File: src/rtl/req_ack_arbiter.sv
// req_ack_arbiter: round-robin sharing of one downstream req/ack channel with response timeout
module req_ack_arbiter #(
    parameter int N_REQ       = 2,
    parameter int DATA_W      = 32,
    parameter int RDATA_W     = 32,
    parameter int TIMEOUT_CYC = 1024
) (
    input  logic                       clk,
    input  logic                       rst,
    input  logic [N_REQ-1:0]           up_req,
    input  logic [N_REQ*DATA_W-1:0]    up_data,
    output logic [N_REQ-1:0]           up_ack,
    output logic [RDATA_W-1:0]         up_rdata,
    output logic                       dn_req,
    output logic [DATA_W-1:0]          dn_data,
    input  logic                       dn_ack,
    input  logic [RDATA_W-1:0]         dn_rdata,
    output logic [$clog2(N_REQ)-1:0]   grant_id,
    output logic                       busy,
    output logic                       err_timeout
);
    localparam int GW = $clog2(N_REQ);
    localparam int CW = TIMEOUT_CYC > 0 ? $clog2(TIMEOUT_CYC + 1) : 1;
    typedef enum logic [1:0] {IDLE, REQ, ACK} state_t;
    state_t state;
    logic [GW-1:0] ptr;
    logic [GW-1:0] win;
    logic [GW-1:0] idx;
    logic found;
    logic [DATA_W-1:0] win_data;
    logic [CW-1:0] cnt;
    logic tmo;
    assign tmo = (TIMEOUT_CYC != 0) && (cnt == CW'(TIMEOUT_CYC - 1));
    // first requester found searching upward from the slot after the last winner
    always_comb begin
        found = 1'b0;
        win = '0;
        idx = '0;
        win_data = '0;
        for (int k = 1; k <= N_REQ; k++) begin
            idx = GW'((int'(ptr) + k) % N_REQ);
            if (!found && up_req[idx]) begin
                found = 1'b1;
                win = idx;
                win_data = up_data[idx*DATA_W +: DATA_W];
            end
        end
    end
    // IDLE -> REQ -> ACK sequencing with every output registered
    always_ff @(posedge clk) begin
        if (rst) begin
            state <= IDLE;
            ptr <= GW'(N_REQ - 1);
            cnt <= '0;
            up_ack <= '0;
            up_rdata <= '0;
            dn_req <= 1'b0;
            dn_data <= '0;
            grant_id <= '0;
            busy <= 1'b0;
            err_timeout <= 1'b0;
        end else begin
            up_ack <= '0;
            err_timeout <= 1'b0;
            case (state)
                IDLE: if (found) begin
                    grant_id <= win;
                    ptr <= win;
                    dn_data <= win_data;
                    dn_req <= 1'b1;
                    busy <= 1'b1;
                    cnt <= '0;
                    state <= REQ;
                end
                REQ: begin
                    cnt <= (&cnt) ? cnt : cnt + 1'b1;
                    if (dn_ack || tmo) begin
                        up_rdata <= dn_ack ? dn_rdata : '0;
                        err_timeout <= !dn_ack;
                        up_ack <= N_REQ'(1) << grant_id;
                        dn_req <= 1'b0;
                        state <= ACK;
                    end
                end
                ACK: begin
                    cnt <= '0;
                    busy <= 1'b0;
                    state <= IDLE;
                end
                default: begin
                    busy <= 1'b0;
                    dn_req <= 1'b0;
                    state <= IDLE;
                end
            endcase
        end
    end
endmodule

File: config.mk
export PLATFORM = sky130hd
export DESIGN_NAME = req_ack_arbiter
export DESIGN_NICKNAME = d
export VERILOG_FILES = /design/src/rtl/req_ack_arbiter.sv
export SDC_FILE = /design/constraint.sdc
export NUM_CORES = 1
export LEC_CHECK = 0
export ABC_AREA = 1
export CELL_PAD_IN_SITES_DETAIL_PLACEMENT = 1
export CELL_PAD_IN_SITES_GLOBAL_PLACEMENT = 2
export CORE_MARGIN = 1
export CORE_UTILIZATION = 24
export CTS_CLUSTER_DIAMETER = 60
export CTS_CLUSTER_SIZE = 20
export DETAILED_ROUTE_END_ITERATION = 10
export PLACE_DENSITY_LB_ADDON = 0.1
export SLEW_MARGIN = 20
export SYNTH_ARGS = -nofsm -noshare
export SYNTH_HDL_FRONTEND = slang
export SYNTH_SLANG_ARGS = --single-unit
File: constraint.sdc
create_clock -name clk -period 3.1 [get_ports clk]
set_clock_uncertainty 0.15 [all_clocks]
set_input_delay 0.465 -clock clk [delete_from_list [all_inputs] [get_ports clk]]
set_output_delay 0.465 -clock clk [all_outputs]
set_load 0.02 [all_outputs]
==> impl_metrics.py, run 1 <==
metrics = {
    "floorplan": {
        "die_area_mm2": 0.0182,
        "core_mm2": 0.0173,
        "rows": 48,
        "die_w_um": 135,
        "initial_core_util": 0.246,
        "pin_count": 171,
        "die_h_um": 135,
    },
    "critical_path": {
        "r2r-end": "dn_data[15]",
        "cp_max_fo": 19,
        "cp.required_ps": 3210,
        "worst-endpoint-arrival_ps": 2570,
        "path_delay_family": "buffers and inverters",
        "crit_buf_inv": 3,
        "critPathKind": "in2reg",
        "reg2reg_from": "ptr",
        "crit_end": "dn_data[15]",
        "crit_path_start_kind": "input pin",
        "crit_path_end_kind": "flip-flop",
        "slowest_stage": "nor2_2",
        "rr_worst_depth": 7,
        "r2r_slack_ps": 720,
        "startpoint": "up_req[1]",
        "crit_chain": "clkdlybuf4s50_1 > inv_1 > nand2_1 > nand2_2 > nor2_2 > buf_4 > nand2_1 > a21oi_1",
        "worst_path_largest_cell_delay_ps": 670,
        "path_depth": 8,
        "crit_top_cell": "nand2_1",
    },
    "placed_design": {
        "dp_slack_ps": 254,
        "place.gp.congestion": 0.761,
        "port_buffers": 170,
        "dp_hpwl_um": 11400,
    },
    "routing": {
        "via_count": 4853,
        "drt-total-wl_um": 16000,
        "postRouteAntennaNets": 0,
        "wl_per_cell_um": 15.6,
        "viasPerCell": 4.72,
        "drtIter0Drc": 154,
        "route.detailed.drc": 0,
        "drtPass1Iterations": 4,
    },
    "status": {
        "status": "finished, final reports clean",
    },
    "sta": {
        "fmax_mhz": 407,
        "relSlewSlack": 0.273,
        "setup_tns_ps": 0,
        "fin_crit_sh": 0.792,
        "maxSlewViolCount": 0,
        "layout_setup_ws_ps": 644,
        "rsz0062_at_grt": "no",
        "setup_viol": 0,
        "hold_violations": 0,
        "period_needed_ps": 2460,
        "worst_slew_pin_slew_ps": 1090,
    },
    "global_route": {
        "grt_pass1_vias": 5154,
        "grt_max_degree": 66,
        "grt_pass1_wl_um": 25600,
        "antenna_found_initial": 0,
        "grt_usage": 0.179,
        "overflow": 0,
    },
    "pwr": {
        "pwr_density_cell_mw_per_mm2": 572,
        "swShare": 0.353,
        "p_switching_uw": 1290,
        "finalPower_uw": 3650,
        "p_clk_frac": 0.292,
        "peakVddDrop_v": 0.000252,
        "combPwrFrac": 0.346,
        "p_leak_uw": 0.00246,
        "p_int_uw": 2360,
        "p_seq_frac": 0.362,
    },
    "final_layout": {
        "antenna_cells": 0,
        "final_nets": 902,
        "syn2layout_area_growth_pct": 50.4,
        "n_fill_cell": 2161,
        "drive_above_1_share": 0.0473,
    },
    "synth": {
        "synth_cell_type_count": 25,
        "post-synth-top-area-fraction": 0.396,
        "postSynthCellCount": 651,
        "syn_area_per_cell_um2": 6.53,
        "yosysTopAreaCell": "dfxtp_1",
        "ys_warn_count": 0,
        "ys_seq_elements": 84,
        "synth.area.top_cells": "dfxtp_1 (40%), nand2_1 (17%), a21oi_1 (13%)",
        "syn-cell-area_mm2": 0.00425,
        "synthesis.nets": 753,
        "synth.yosys.seq_area_share": 0.396,
    },
    "clock_network": {
        "cts_buffers": 9,
        "cts-root-buf": "clkbuf_16",
        "cts_buffer_depth": 2,
        "cts_sinks": 84,
        "cts_tree": "built",
        "cts_htree_levels": 3,
        "cts_setup_buffers": 0,
        "cts_resized": 0,
        "clk_pin_slew_ps": 60,
        "cts_hold_buf": 0,
        "clk_latency_ps": 340,
    },
    "min_path": {
        "worstHoldStart": "up_rdata[15]",
        "hold_path.class": "reg2reg",
    },
    "flow_run": {
        "cap_violations": 0,
    },
}
-- flip-flops by register name, indices dropped and copies added, names as in the netlist --
signal       cells
up_ack           2
up_rdata        32
dn_req           1
dn_data         32
busy             1
cnt             11
state            2
err_timeout      1
ptr              1
grant_id         1
-- cell type report --
class | instances | area [um2] | share of cell area
Clock buffer | 10 | 229 | 0.0358
Clock inverter | 5 | 53.8 | 0.00842
Inverter | 53 | 199 | 0.0311
Multi-Input combinational cell | 472 | 2150 | 0.337
Sequential cell | 84 | 1680 | 0.263
Tap cell | 225 | 282 | 0.0441
Timing Repair Buffer | 180 | 1790 | 0.280
-- logic make-up (layout without fill, tap and decap cells) --
group	count (synthesis)	in the layout	share of synthesized area
flops	84	84	0.396
fa+ha+maj	1	1	0.00294
compound gates	212	212	0.257
simple gates	259	259	0.246
buf+inv	95	248	0.0981
-- synthesized netlist by cell type --
cell	n
buf_6	5
a21boi_2	1
nand4_1	4
o21ai_4	2
or2_2	2
buf_2	17
a21oi_1	108
dfxtp_1	84
ha_1	1
clkbuf_2	1
nor3b_1	1
nor2_4	1
nor3_1	2
nor2_2	2
nand2_2	3
buf_1	1
o21ai_0	98
nand3_1	26
inv_1	52
o21ai_1	2
inv_2	1
nand2_1	197
o211ai_1	1
clkbuf_1	18
nor2_1	21
-- power by group through the flow --
stage | combinational, uW | clock (uW) | sequential (uW)
final | 1260 | 1070 | 1320
after global routing | 1390 | 1150 | 1340
after CTS | 1280 | 1110 | 1330
after detailed placement | 1280 | 0 | 1350
after global placement | 1260 | 0 | 1340
after floorplan | 578 | 0 | 1460
-- worst min-delay path: stages (launching register included) --
cell and delay, ps:
dfxtp_1 310, nand2_1 60, a21oi_1 50
-- cells in the final DEF, fill, tap and decap left out, types with 2 or more instances in the layout --
cell type	count
nor2_1	20
clkbuf_16	9
a21oi_1	108
nor3_1	2
nor2_2	3
clkdlybuf4s50_1	170
clkinv_2	3
o21ai_0	98
nand4_1	4
or2_2	2
o21ai_1	2
inv_1	52
nand2_1	197
dfxtp_1	83
buf_4	9
nand2_2	3
nand3_1	26
o21ai_4	2
-- metal layers --
layer	wire (um)	GRT usage
met4	302	0.0630
met2	8150	0.327
met5	0	0
met1	6930	0.208
met3	629	0.0338
-- how the worst min path moves through the flow --
stage,to,slack (ps),cells past startpoint
2_1_floorplan,dn_req,300,1
3_3_place_gp,up_rdata[9],300,2
3_5_place_dp,up_rdata[15],300,2
4_1_cts,up_rdata[15],310,2
5_1_grt,up_rdata[15],330,2
6_report,up_rdata[15],310,2
-- metrics by stage --
stage / area (um2) / util / hold WS (ps) / cells
2_1_floorplan: 4250 / - / 296 / 651
3_5_place_dp: 6110 / 0.353 / 302 / 1014
6_report: 6390 / 0.369 / 307 / 1029
3_3_place_gp: 6110 / 0.353 / 298 / 1014
5_1_grt: 6390 / 0.369 / 325 / 1029
4_1_cts: 6390 / 0.369 / 312 / 1029
(Power assumes the default switching activity.)
==> inputs of run 2 (changes only) <==
CORE_UTILIZATION = 22   (was 24)
clock period = 2.6 ns   (was 3.1 ns; I/O delays follow)
==> run 2 against run 1 <==
Effect of this change:
- worst setup slack got worse by 120 ps
- final area increased by 1.9%
- critical endpoint is now err_timeout
- register-to-register slack got worse by 200 ps
- flip-flop and latch count stayed put
- clock power grew 33%
- non-clock buffer count grew 6
- largest cell class unchanged
- core utilization decreased by 2.4 points
- via count fell by 1.2%
- routed wire length rose by 0.45%
- critical path type is now reg2reg
==> impl_metrics.py, run 2 (synthesis gave the netlist of run 1 again) <==
metrics = {
    "status": {
        "status": "finished, final reports clean",
    },
    "routing": {
        "wl_per_cell_um": 15.0,
        "drtPass1Iterations": 4,
        "drtIter0Drc": 135,
        "via_count": 4796,
        "postRouteAntennaNets": 0,
        "drt-total-wl_um": 16100,
        "viasPerCell": 4.48,
        "route.detailed.drc": 0,
    },
    "global_route": {
        "grt_usage": 0.166,
        "grt_pass1_wl_um": 25900,
        "grt_max_degree": 66,
        "grt_pass1_vias": 4976,
        "antenna_found_initial": 0,
        "overflow": 0,
    },
    "sta": {
        "setup_viol": 0,
        "setup_tns_ps": 0,
        "worst_slew_pin_slew_ps": 607,
        "period_needed_ps": 2080,
        "hold_ws_ps": 313,
        "maxSlewViolCount": 0,
        "hold_violations": 0,
        "rsz0062_at_grt": "no",
        "fin_crit_sh": 0.798,
        "fmax_mhz": 482,
        "relSlewSlack": 0.595,
    },
    "min_path": {
        "hold_path.class": "reg2reg",
    },
    "final_layout": {
        "drive_above_1_share": 0.0567,
        "final_common_cell": "nand2_1",
        "syn2layout_area_growth_pct": 53.2,
        "antenna_cells": 0,
        "reg_top3": "dn_data x32, up_rdata x32, cnt x11",
        "fin_cells": 1071,
        "final_nets": 908,
        "postLayoutCoreUtil": 0.346,
        "layout.cells.most_common_list": "nand2_1 (197), clkdlybuf4s50_1 (170), a21oi_1 (108)",
    },
    "flow_run": {
        "cap_violations": 0,
    },
    "floorplan": {
        "initial_core_util": 0.226,
        "core_mm2": 0.0188,
        "die_area_mm2": 0.0199,
        "die_w_um": 141,
        "die_h_um": 141,
        "rows": 50,
        "pin_count": 171,
    },
    "pwr": {
        "pwr_density_cell_mw_per_mm2": 693,
        "finalPower_uw": 4510,
        "peakVddDrop_v": 0.000350,
        "p_leak_uw": 0.00250,
    },
    "critical_path": {
        "worst-endpoint-arrival_ps": 2210,
        "crit_path_start_kind": "flip-flop",
        "cp_max_fo": 35,
        "cp.required_ps": 2740,
        "crit_path_end_kind": "flip-flop",
        "critPathKind": "reg2reg",
    },
    "clock_network": {
        "cts_tree": "built",
        "cts_buffer_depth": 2,
        "cts_sinks": 84,
        "cts_hold_buf": 0,
        "clk_pin_slew_ps": 70,
        "cts_htree_levels": 3,
        "cts_setup_buffers": 0,
        "cts_buffers": 9,
        "cts-root-buf": "clkbuf_16",
        "cts_resized": 0,
        "clk_latency_ps": 340,
    },
    "placed_design": {
        "port_buffers": 170,
        "dp_hpwl_um": 11500,
        "place.gp.congestion": 0.763,
        "place_inst": 1055,
    },
}
run 2: cell types whose count changed in the layout (fill, tap and decap cells not counted), sizes merged:
cell	before	now
buf	10	16
bufinv	1	2
run 2: final timing paths:
path	cells past startpoint	slack (ps)	start	endpoint
min reg2reg	2	310	up_rdata[1]	up_rdata[1]
max	10	520	cnt[0]	err_timeout
min	2	310	up_rdata[1]	up_rdata[1]
max reg2reg	10	520	cnt[0]	err_timeout
run 2: metal layers:
layer  share of wire  up-vias  track usage
li1                -     2436            -
met4           0.013        0       0.0400
met5               0        -            0
met3           0.044       14       0.0438
met2            0.51       88        0.298
met1            0.43     2258        0.195
run 2: worst max-delay path: stages, from the launching register on:
cell and delay, ps:
dfxtp_1 470, ha_1 240, nand2_1 110, nor2_4 210, nand3_1 140, nand2_1 100, nand2_2 40, buf_4 250
nor2_1 180, nand2_1 80, inv_1 50
run 2: where the power goes:
part | internal (uW) | switching (uW)
logic | 643 | 873
clock network | 868 | 554
registers | 1450 | 118
total | 2960 | 1540
run 2: metrics by stage:
stage,worst slack [ps],area [um2]
final,524,6510
after global routing,297,6510
after CTS,467,6510
after detailed placement,390,6180
after global placement,452,6180
after floorplan,947,4250
run 2: cell type report:
cell class / count / area, um2
fill: 2337 / 12300
multi-input combinational: 472 / 2150
timing repair buffer: 186 / 1820
sequential: 84 / 1680
tap: 260 / 325
clock buffer: 10 / 239
inverter: 53 / 199
clock inverter: 6 / 87.6
==> inputs of run 3 (changes only) <==
clock period = 2.1 ns   (was 2.6 ns; I/O delays follow)
==> run 3 against run 2 <==
Effect of this change:
- core utilization grew 0.44 points
- final area grew 1.3%
- sequential power grew 23%
- sequential share of layout area shrank 0.32 points
- hold slack lost 3.1 ps
- die area is the same
- power grew 21%
- worst setup slack lost 260 ps
- flip-flop and latch count is the same
- combinational power grew 30%
==> impl_metrics.py, run 3 (synthesis gave the netlist of run 1 again) <==
metrics = {
    "critical_path": {
        "reg2reg_from": "cnt[1]",
        "crit_buf_inv": 1,
        "r2r-end": "cnt[8]",
        "path_delay_family": "buffers and inverters",
        "worst-endpoint-arrival_ps": 1380,
        "rr_worst_depth": 8,
        "critPathKind": "reg2out",
        "crit_chain": "clkdlybuf4s50_1",
        "cp_max_fo": 4,
        "cp.required_ps": 1630,
        "crit_path_start_kind": "flip-flop",
        "crit_path_end_kind": "primary output",
        "r2r_slack_ps": 360,
        "slowest_stage": "clkdlybuf4s50_1",
        "worst_path_largest_cell_delay_ps": 650,
    },
    "sta": {
        "fin_crit_sh": 0.876,
        "relSlewSlack": 0.740,
        "rsz0062_at_grt": "no",
        "worst_slew_pin_slew_ps": 390,
        "period_needed_ps": 1840,
        "setup_tns_ps": 0,
        "maxSlewViolCount": 0,
        "fmax_mhz": 543,
        "setup_viol": 0,
        "hold_violations": 0,
        "layout_setup_ws_ps": 260,
        "hold_ws_ps": 310,
    },
    "clock_network": {
        "cts-root-buf": "clkbuf_16",
        "cts_buffers": 9,
        "cts_htree_levels": 3,
        "cts_sinks": 84,
        "clk_latency_ps": 340,
        "cts_hold_buf": 0,
        "cts_resized": 0,
        "cts_buffer_depth": 2,
        "cts_setup_buffers": 0,
        "clk_pin_slew_ps": 70,
        "cts_tree": "built",
    },
    "final_layout": {
        "reg_top3": "dn_data x32, up_rdata x32, cnt x11",
        "final_common_cell": "nand2_1",
        "final_nets": 918,
        "antenna_cells": 0,
        "fin_cells": 1081,
        "drive_above_1_share": 0.0682,
        "layout.cells.most_common_list": "nand2_1 (197), clkdlybuf4s50_1 (170), a21oi_1 (108)",
        "final_area_mm2": 0.00659,
        "syn2layout_area_growth_pct": 55.1,
    },
    "routing": {
        "postRouteAntennaNets": 0,
        "drtIter0Drc": 161,
        "drt-total-wl_um": 16200,
        "wl_per_cell_um": 15.0,
        "viasPerCell": 4.53,
        "via_count": 4899,
        "route.detailed.drc": 0,
        "drtPass1Iterations": 4,
    },
    "pwr": {
        "p_seq_frac": 0.354,
        "p_int_uw": 3470,
        "p_clk_frac": 0.283,
        "p_leak_uw": 0.00254,
        "swShare": 0.362,
        "p_switching_uw": 1970,
        "peakVddDrop_v": 0.000353,
        "pwr_density_cell_mw_per_mm2": 825,
        "combPwrFrac": 0.363,
    },
    "flow_run": {
        "cap_violations": 0,
    },
    "floorplan": {
        "die_h_um": 141,
        "initial_core_util": 0.226,
        "rows": 50,
        "pin_count": 171,
        "core_mm2": 0.0188,
        "die_area_mm2": 0.0199,
        "die_w_um": 141,
    },
    "min_path": {
        "worstHoldStart": "up_rdata[1]",
        "worstHoldPathCells": 2,
        "hold_path.class": "reg2reg",
        "worstHoldEndpoint": "up_rdata[1]",
    },
    "global_route": {
        "grt_usage": 0.168,
        "grt_max_degree": 45,
        "overflow": 0,
        "grt_pass1_vias": 5102,
        "grt_pass1_wl_um": 26300,
        "antenna_found_initial": 0,
    },
    "placed_design": {
        "place_inst": 1065,
        "place.gp.congestion": 0.734,
        "dp_slack_ps": 1.05,
        "place_area_mm2": 0.00631,
        "dp_hpwl_um": 11800,
        "port_buffers": 170,
    },
    "status": {
        "status": "finished, final reports clean",
    },
}
==> run 3: cell types whose count changed in the layout (fill, tap and decap cells not counted) <==
cell / before / now
clkinvlp_4: 0 / 2
clkinv_2: 2 / 0
buf_4: 16 / 22
clkbuf_8: 1 / 0
buf_12: 0 / 4
bufinv_16: 2 / 0
inv_6: 0 / 3
==> run 3: cell type report <==
cell class	instances	area, um2
Timing Repair Buffer	196	1950
Multi-Input combinational cell	472	2150
Sequential cell	84	1680
Fill cell	2319	12200
Clock buffer	9	225
Clock inverter	7	58.8
Tap cell	260	325
Inverter	53	199
==> run 3: power groups by stage <==
stage	sequential, uW	combinational (uW)	clock, uW
2_1_floorplan	2160	854	0
3_3_place_gp	1970	1960	0
3_5_place_dp	1960	2010	0
4_1_cts	1930	2020	1610
5_1_grt	1960	2190	1670
6_report	1930	1970	1540
==> run 3: how the worst max path moves through the flow <==
stage                   endpoint  slack (ps)      start  depth (start not counted)
finish                  grant_id         260   grant_id                          1
global route        up_rdata[20]         190     cnt[1]                          9
CTS                     grant_id         210   grant_id                          1
detailed placement   dn_data[17]           1  up_req[1]                          9
global placement     dn_data[27]          60  up_req[1]                          9
floorplan           up_rdata[10]         450     cnt[0]                          9
==> run 3: per-stage QoR <==
| stage | util | power [uW] |
|---|---|---|
| after floorplan | - | 3010 |
| after global placement | 0.335 | 3930 |
| after detailed placement | 0.335 | 3970 |
| after CTS | 0.350 | 5560 |
| after global routing | 0.350 | 5810 |
| final | 0.350 | 5440 |
==> run 3: layer usage <==
layer	up-vias	part of all wire	GRT usage
met5	-	0	0
met4	0	0.021	0.0463
met3	17	0.046	0.0476
met2	94	0.51	0.304
met1	2337	0.42	0.192
li1	2451	-	-
